<file path="src/rtl/calc_sequencer.sv">
// Controller for the 4-digit BCD calculator: digit entry, operand load, shift-add multiply /
// restoring divide, double-dabble conversion and result display sequencing.
module calc_sequencer #(
  parameter int unsigned WRAP_DIGIT = 9,
  parameter bit          DIV_ROUND  = 1'b1
) (
  input  logic        clk,
  input  logic        rst,
  input  logic [3:0]  digit_pulse,
  input  logic [1:0]  op,
  input  logic        calc_go,
  input  logic        clear,
  output logic [15:0] digits_in,
  output logic [15:0] digits_out,
  output logic        show_result,
  output logic        busy,
  output logic        done,
  output logic        err
);

  localparam logic [1:0] OP_ADD = 2'd0;
  localparam logic [1:0] OP_SUB = 2'd1;
  localparam logic [1:0] OP_MUL = 2'd2;
  localparam logic [1:0] OP_DIV = 2'd3;
  localparam logic [3:0] WRAP   = 4'(WRAP_DIGIT);

  typedef enum logic [2:0] {S_ENTRY, S_LOAD, S_EXEC, S_CONV, S_SHOW} state_t;

  state_t state, state_next;

  logic [3:0][3:0] digit;
  logic [6:0]  num1_in, num2_in, num1_q, num2_q;
  logic [1:0]  op_q;
  logic [3:0]  cnt;
  logic [13:0] acc, mcand, acc_next, exec_result, bin;
  logic [6:0]  mplier;
  logic [8:0]  rem, dvd, dvsr, quo, rem_next, quo_next;
  logic [9:0]  trial;
  logic [15:0] bcd;
  logic [29:0] dd_next;
  logic        neg, exec_neg, exec_last, div_zero, div_ge, entering_show;

  function automatic logic [3:0] inc_digit(input logic [3:0] d);
    return (d == WRAP) ? 4'd0 : d + 4'd1;
  endfunction

  function automatic logic [3:0] add3(input logic [3:0] n);
    return (n >= 4'd5) ? n + 4'd3 : n;
  endfunction

  // One double-dabble step: adjust every BCD nibble, then shift {bcd,bin} left by one.
  function automatic logic [29:0] dabble_step(input logic [15:0] b, input logic [13:0] x);
    logic [15:0] a;
    a = {add3(b[15:12]), add3(b[11:8]), add3(b[7:4]), add3(b[3:0])};
    return {a[14:0], x, 1'b0};
  endfunction

  function automatic logic [15:0] fmt_result(input logic [15:0] b, input logic n);
    return n ? {4'd11, 4'd10, b[7:0]} : b;
  endfunction

  assign digits_in   = digit;
  assign num1_in     = 7'(digit[3]) * 7'd10 + 7'(digit[2]);
  assign num2_in     = 7'(digit[1]) * 7'd10 + 7'(digit[0]);
  assign busy        = (state == S_LOAD) || (state == S_EXEC) || (state == S_CONV);
  assign show_result = (state == S_SHOW);
  assign div_zero    = (state == S_EXEC) && (op_q == OP_DIV) && (num2_q == 7'd0);
  assign entering_show = (state_next == S_SHOW) && (state != S_SHOW);

  always_comb begin
    acc_next    = acc + (mplier[0] ? mcand : 14'd0);
    trial       = {rem, dvd[8]};
    div_ge      = (trial >= {1'b0, dvsr});
    rem_next    = div_ge ? 9'(trial - {1'b0, dvsr}) : trial[8:0];
    quo_next    = {quo[7:0], div_ge};
    dd_next     = dabble_step(bcd, bin);
    exec_result = 14'd0;
    exec_neg    = 1'b0;
    exec_last   = 1'b0;
    case (op_q)
      OP_ADD: begin
        exec_result = 14'(num1_q) + 14'(num2_q);
        exec_last   = 1'b1;
      end
      OP_SUB: begin
        if (num1_q >= num2_q) begin
          exec_result = 14'(num1_q - num2_q);
        end else begin
          exec_result = 14'(num2_q - num1_q);
          exec_neg    = 1'b1;
        end
        exec_last = 1'b1;
      end
      OP_MUL: begin
        exec_result = acc_next;
        exec_last   = (cnt == 4'd6);
      end
      default: begin
        exec_result = 14'(quo_next);
        exec_last   = (cnt == 4'd8);
      end
    endcase
    if (state != S_EXEC) exec_last = 1'b0;
  end

  always_comb begin
    state_next = state;
    if (clear) begin
      state_next = S_ENTRY;
    end else begin
      case (state)
        S_ENTRY: if (calc_go) state_next = S_LOAD;
        S_LOAD:  state_next = S_EXEC;
        S_EXEC: begin
          if (div_zero)       state_next = S_SHOW;
          else if (exec_last) state_next = S_CONV;
        end
        S_CONV:  if (cnt == 4'd13) state_next = S_SHOW;
        S_SHOW: begin
          if (calc_go)           state_next = S_LOAD;
          else if (|digit_pulse) state_next = S_ENTRY;
        end
        default: state_next = S_ENTRY;
      endcase
    end
  end

  always_ff @(posedge clk) begin
    if (rst) state <= S_ENTRY;
    else     state <= state_next;
  end

  // Control and visible outputs
  always_ff @(posedge clk) begin
    if (rst) begin
      digit      <= '0;
      digits_out <= '0;
      done       <= 1'b0;
      err        <= 1'b0;
      cnt        <= '0;
    end else begin
      done <= entering_show;
      err  <= (state_next == S_SHOW) && (div_zero || err);
      if (entering_show)
        digits_out <= div_zero ? 16'hAAAA : fmt_result(dd_next[29:14], neg);
      if (clear) begin
        digit <= '0;
      end else if ((state == S_ENTRY) && !calc_go) begin
        if (digit_pulse[3])      digit[3] <= inc_digit(digit[3]);
        else if (digit_pulse[2]) digit[2] <= inc_digit(digit[2]);
        else if (digit_pulse[1]) digit[1] <= inc_digit(digit[1]);
        else if (digit_pulse[0]) digit[0] <= inc_digit(digit[0]);
      end
      if (((state == S_EXEC) && !exec_last) || (state == S_CONV)) cnt <= cnt + 4'd1;
      else                                                         cnt <= '0;
    end
  end

  // Arithmetic datapath
  always_ff @(posedge clk) begin
    case (state)
      S_LOAD: begin
        num1_q <= num1_in;
        num2_q <= num2_in;
        op_q   <= op;
        acc    <= '0;
        mcand  <= 14'(num1_in);
        mplier <= num2_in;
        rem    <= '0;
        quo    <= '0;
        dvd    <= DIV_ROUND ? 9'({num1_in, 1'b0}) + 9'(num2_in) : 9'(num1_in);
        dvsr   <= DIV_ROUND ? 9'({num2_in, 1'b0}) : 9'(num2_in);
      end
      S_EXEC: begin
        acc    <= acc_next;
        mcand  <= {mcand[12:0], 1'b0};
        mplier <= {1'b0, mplier[6:1]};
        rem    <= rem_next;
        quo    <= quo_next;
        dvd    <= {dvd[7:0], 1'b0};
        if (exec_last) begin
          bin <= exec_result;
          bcd <= '0;
          neg <= exec_neg;
        end
      end
      S_CONV: {bcd, bin} <= dd_next;
      default: ;
    endcase
  end

endmodule

</file>
<file path="config.mk">
export PLATFORM = sky130hd
export DESIGN_NAME = calc_sequencer
export DESIGN_NICKNAME = d
export VERILOG_FILES = /design/src/rtl/calc_sequencer.sv
export SDC_FILE = /design/constraint.sdc
export NUM_CORES = 1
export LEC_CHECK = 0
export CORE_AREA = 2 2 184 186
export CTS_BUF_LIST = sky130_fd_sc_hd__clkbuf_16
export CTS_CLUSTER_SIZE = 24
export DETAILED_ROUTE_END_ITERATION = 10
export DIE_AREA = 0 0 186 188
export SLEW_MARGIN = 20
export SYNTH_ARGS = -nofsm -noshare
export SYNTH_HDL_FRONTEND = slang
export SYNTH_SLANG_ARGS = --single-unit
</file>
<file path="constraint.sdc">
create_clock -name clk -period 6.4 [get_ports clk]
set_input_delay 1.28 -clock clk [delete_from_list [all_inputs] [get_ports clk]]
set_output_delay 1.28 -clock clk [all_outputs]
set_load 0.02 [all_outputs]
</file>
==> results.tsv, run 1 <==
stage	metric	value	unit
grt	globalRouteOverflowTotal	0	
clock_network	ctsResizeCount	0	
clock_network	htree_levels	4	
drt	wl	21.2	mm
timing	hold_viol_final	0	
grt	grt_pass1_vias	6651	
finish	areaGrowthSynthToFinish	16.7	%
floorplanning	dieWidth	186	µm
drt	remaining_drc_errors	0	
yosys	ys_async_sr_fraction	0	%
grt	grt_max_degree	62	
placement	io_buffers	45	
drt	viasPerCell	4.83	
clock_network	cts_num_sinks	149	
timing	period_needed	3.22	ns
clock_network	cts_tree	done	
yosys	synth_edf_count	108	
clock_network	clkLatencyLatePin	0.43	ns
critical_path	worstSetupEndpoint	bin[1]$_DFFE_PP_	
drt	drt_first_pass_iters	7	
drt	ant_nets	0	
floorplanning	fp-row-count	67	
power_and_ir_drop	p_per_area	212	nW/µm²
timing	setup_viol	0	
finish	layout.nets	1044	
floorplanning	core_area	33100	µm²
critical_path	criticalPathCategory	flip-flop to flip-flop	
critical_path	cp_data_required_time	6.58	ns
clock_network	cts-hold-fix-buffers	0	
grt	antenna_found_initial	0	
yosys	synth_seq_cells	149	
yosys	ys.flop_type	edfxtp_1	
critical_path	r2r_start	dvsr[2]$_DFFE_PP_	
worst_hold_path	hp-class	flip-flop to flip-flop	
critical_path	timing.rr.end	bin[1]$_DFFE_PP_	
grt	grt_use_total	12.4	%
yosys	synthesis.area	9100	µm²
clock_network	post_cts_buffers	0	
critical_path	r2r_slack	3.18	ns
clock_network	cts_max_path_buffers	2	
yosys	yosysSeqAreaShare	44.7	%
timing	finalCritPeriodShare	50.3	%
yosys	syn_nets	1004	
timing	rsz0062_at_grt	false	
yosys	synth_area_leaders	edfxtp_1 36%, ha_1 9.5%, dfxtp_1 9.0%	
yosys	synth_top_area_cell	edfxtp_1	
floorplanning	start_util	27.5	%
critical_path	cp-end-kind	flip-flop	
yosys	yosysWarnings	0	
yosys	synth_top_area_share	35.6	%
drt	drtIter0Drc	394	
timing	tns	0	ns
power_and_ir_drop	leakage	4.00	nW
critical_path	reg2regPathDepth	8	
power_and_ir_drop	ir_drop	0.000104	V
timing	skew	0.0152	ns
timing	whs	0.466	ns
critical_path	cp-startpoint	dvsr[2]$_DFFE_PP_	
run_status	status	finished, final reports clean	
finish	drive_above_1_share	7.23	%
clock_network	path_clk_slew	0.07	ns
yosys	synth_cells	915	
timing	slew_headroom	43.0	%
critical_path	critical_path.max_fanout	7	
finish	diodes	0	
floorplanning	die_h	188	µm
run	max-cap-violations	0	
placement	dp_hpwl	15.0	mm
yosys	syn_avg_cell_area	9.95	µm²
timing	drv_slew	0	
drt	vias	6834	
timing	worst_pin_slew	0.854	ns
worst_hold_path	min_from	err$_SDFF_PP0_	
clock_network	cts_buffers	17	
floorplanning	die_area	35000	µm²
drt	wl_per_cell	15.0	µm
critical_path	startpoint_type	flip-flop	
yosys	synth.distinct_cells	68	
grt	grt_pass1_wl	34.7	mm
floorplanning	pin_count	46	
critical_path	crit_arrival	3.40	ns
clock_network	cts_root_buf	clkbuf_16	
timing	max_freq	310	MHz
placement	place_congestion	0.928	
[cells in the mapped netlist, types with 13 or more instances]
cell / n
a21oi_1: 72
dfxtp_1: 41
nor3_1: 21
nor2_1: 95
nor2b_1: 18
edfxtp_1: 108
a21o_1: 13
nand3_1: 24
inv_1: 59
ha_1: 69
o21ai_0: 50
clkbuf_1: 19
nand2_1: 48
xor2_1: 14
and2_1: 42
xnor2_1: 31
nor3b_1: 13
[where the power goes]
part	internal [mW]	switching [mW]	leakage, nW
Sequential	1.06	0.0152	1.33
Combinational	0.0744	0.119	2.39
Clock	0.536	0.453	0.280
[layer usage]
layer  share of wire, %  vias to the layer above  global-route usage [%]
met3                4.0                       26                    2.10
li1                   -                     3380                       -
met5                  0                        -                       0
met4                1.2                        0                    3.36
met2                 46                      162                    19.9
met1                 48                     3266                    17.2
[kinds of logic after synthesis]
logic type / synth area share (%)
fa+ha+maj: 11.7
compound gates: 14.6
flops: 44.7
simple gates: 18.9
xor+xnor: 4.33
mux: 1.66
buf+inv: 4.22
[area by class of cell]
type | count | area, µm²
Inverter | 59 | 221
Fill cell | 3366 | 22500
Multi-Input combinational cell | 674 | 4670
Sequential cell | 149 | 4060
Clock buffer | 18 | 450
Timing Repair Buffer | 54 | 518
Tap cell | 448 | 561
Clock inverter | 14 | 129
[worst min-delay path by stage]
stage                                  end  slack, ns  cells past startpoint
2_1_floorplan            cnt[0]$_SDFF_PP0_       0.44                      1
3_3_place_gp                err$_SDFF_PP0_       0.45                      1
3_5_place_dp                err$_SDFF_PP0_       0.45                      1
4_1_cts                     err$_SDFF_PP0_       0.47                      1
5_1_grt        digits_out[10]$_SDFFE_PP0P_       0.50                      1
6_report                    err$_SDFF_PP0_       0.47                      1
[metrics by stage]
stage / util (%) / instances / instance area [µm²] / setup WS, ns / power, mW
after CTS: 32.1 / 1416 / 10600 / 3.18 / 2.28
after global routing: 32.1 / 1416 / 10600 / 3.00 / 2.34
after floorplan: - / 915 / 9100 / 0.961 / 1.23
after global placement: 30.3 / 1384 / 10000 / 3.23 / 1.28
after detailed placement: 30.3 / 1384 / 10000 / 3.20 / 1.28
final: 32.1 / 1416 / 10600 / 3.18 / 2.25
[sequential cells by signal (all words and copies together), names as in the netlist, 4 cells and up]
name        flops
dvsr            7
mcand          14
rem             9
bin            14
bcd            16
digits_in      16
acc            14
num1_q          7
dvd             9
mplier          7
digits_out     16
cnt             4
quo             8
[cells in the final DEF, fill, tap and decap left out, types with 10 or more instances in the layout]
cell type        instances
edfxtp_1               108
nor2_1                  95
a21oi_1                 72
ha_1                    69
inv_1                   59
nand2_1                 48
o21ai_0                 48
clkdlybuf4s50_1         45
and2_1                  42
dfxtp_1                 41
xnor2_1                 31
nand3_1                 24
nor3_1                  20
nor2b_1                 18
clkbuf_16               18
xor2_1                  14
a21o_1                  13
nor3b_1                 13
nand4_1                 11
fa_1                    10
[critical path: stages, from the launching register on]
cell and delay, ns:
edfxtp_1 0.55, inv_1 0.16, fa_1 0.45, nand3_1 0.14
nand4_1 0.18, a21oi_1 0.39, mux2_2 0.38, mux4_2 0.44
mux2_2 0.27
Note: power is estimated with default switching activity, not from simulation.
==> run 2: changes to the inputs <==
==> constraint.sdc (replaced) <==
create_clock -name clk -period 3 [get_ports clk]
set_input_delay 0.6 -clock clk [delete_from_list [all_inputs] [get_ports clk]]
set_output_delay 0.6 -clock clk [all_outputs]
set_load 0.02 [all_outputs]
==> results.tsv, run 2 (synthesized netlist as in run 1, its figures left out) <==
stage	metric	value	unit
grt	grt_max_degree	42	
worst_hold_path	hp-class	flip-flop to flip-flop	
floorplanning	die_area	35000	µm²
run_status	status	finished, final reports clean	
critical_path	criticalPathCategory	flip-flop to flip-flop	
grt	grt_pass1_wl	36.5	mm
floorplanning	core_area	33100	µm²
timing	drv_slew	0	
critical_path	cpLargestDelayFamily	multiplexers	
timing	setup_ws	0.0826	ns
drt	wl	22.1	mm
finish	areaGrowthSynthToFinish	19.9	%
critical_path	path_buf_inv	2	
floorplanning	pin_count	46	
placement	place_congestion	0.888	
finish	final_cell_mix	108 x edfxtp_1, 95 x nor2_1, 70 x a21oi_1	
critical_path	crit_path_top_delay_cell	mux4_2	
critical_path	cp-end-kind	flip-flop	
timing	slew_headroom	58.6	%
finish	layout.nets	1081	
critical_path	cp-startpoint	num1_q[0]$_DFFE_PP_	
finish	layout_commonest_cell	edfxtp_1	
grt	grt_pass1_vias	7049	
critical_path	critical_path.max_fanout	3	
timing	worst_pin_slew	0.621	ns
placement	io_buffers	45	
timing	period_needed	2.92	ns
critical_path	cp_data_required_time	3.17	ns
clock_network	cts_buffers	17	
finish	fillCellCount	3357	
clock_network	cts_root_buf	clkbuf_16	
finish	drive_above_1_share	10.9	%
timing	finalCritPeriodShare	97.2	%
drt	wl_per_cell	15.2	µm
critical_path	crit_arrival	3.09	ns
drt	viasPerCell	4.77	
critical_path	path_cells	inv_1, ha_1, inv_1, fa_1, nand3_1, nand4_1, a21oi_2, mux2_2, mux4_2, mux2_2	
timing	setup_viol	0	
floorplanning	dieWidth	186	µm
clock_network	cts_tree	done	
clock_network	clkLatencyLatePin	0.43	ns
placement	dp_hpwl	16.4	mm
floorplanning	die_h	188	µm
clock_network	htree_levels	4	
clock_network	path_clk_slew	0.06	ns
timing	max_freq	343	MHz
placement	pre_cts_ws	0.0872	ns
finish	diodes	0	
drt	vias	6929	
critical_path	r2r_slack	0.08	ns
drt	drtIter0Drc	396	
drt	drt_first_pass_iters	5	
critical_path	startpoint_type	flip-flop	
drt	remaining_drc_errors	0	
clock_network	cts_max_path_buffers	2	
critical_path	r2r_start	num1_q[0]$_DFFE_PP_	
grt	grt_use_total	13.0	%
power_and_ir_drop	total_power	4.81	mW
grt	globalRouteOverflowTotal	0	
drt	ant_nets	0	
worst_hold_path	min_from	err$_SDFF_PP0_	
critical_path	cpPeakStageDelay	0.45	ns
run	max-cap-violations	0	
timing	hold_viol_final	0	
timing	skew	0.00988	ns
power_and_ir_drop	leakage	4.19	nW
power_and_ir_drop	p_per_area	441	nW/µm²
floorplanning	start_util	27.5	%
floorplanning	fp-row-count	67	
grt	antenna_found_initial	0	
clock_network	cts_num_sinks	149	
power_and_ir_drop	ir_drop	0.000423	V
[run 2: changes by cell type in the layout (fill, tap and decap cells not counted), sizes merged]
cell	before	now
bufinv	0	1
inv	67	65
buf	9	46
clkbuf	18	17
clkinv	4	6
[run 2: timing repair]
action / in CTS / in global routing
setup buffers: 0 / 2
setup endpoints to repair: 0 / 5
gates resized for setup: 0 / 4
hold buffers: 0 / 0
endpoints found under the hold margin: 0 / 0
[run 2: cell type report]
class                           instances  area, µm²  area share [%]
Clock buffer                           17        425            3.90
Clock inverter                         15        145            1.33
Multi-Input combinational cell        674       4680            42.9
Sequential cell                       149       4070            37.3
Inverter                               59        221            2.03
Tap cell                              448        561            5.14
Timing Repair Buffer                   91        808            7.41
[run 2: routing by layer]
| metal | vias to the layer above | share of wire (%) | track usage (%) | wire length, µm |
|---|---|---|---|---|
| li1 | 3447 | - | - | - |
| met1 | 3351 | 48 | 17.6 | 10700 |
| met2 | 107 | 47 | 21.3 | 10400 |
| met3 | 24 | 3.2 | 2.35 | 702 |
| met4 | 0 | 1.5 | 3.51 | 333 |
| met5 | - | 0 | 0 | 0 |
[run 2: worst paths after layout]
path | to | depth (start not counted)
setup / recovery | bin[1]$_DFFE_PP_ | 10
hold / removal | err$_SDFF_PP0_ | 1
setup reg to reg | bin[1]$_DFFE_PP_ | 10
hold reg to reg | err$_SDFF_PP0_ | 1
[run 2: stage by stage]
step,area [µm²],hold slack (ns),TNS (ns),instances,util [%]
2_1_floorplan,9100,0.444,0,915,-
5_1_grt,10900,0.491,-0.0101,1453,32.9
4_1_cts,10900,0.473,0,1451,32.9
3_3_place_gp,10300,0.450,0,1419,31.1
3_5_place_dp,10300,0.451,0,1419,31.1
6_report,10900,0.469,0,1453,32.9
[run 2: power breakdown]
part           total [mW]  internal, mW  switching [mW]
Sequential           2.28          2.25          0.0263
Combinational       0.447         0.180           0.267
Clock                2.08          1.16           0.919
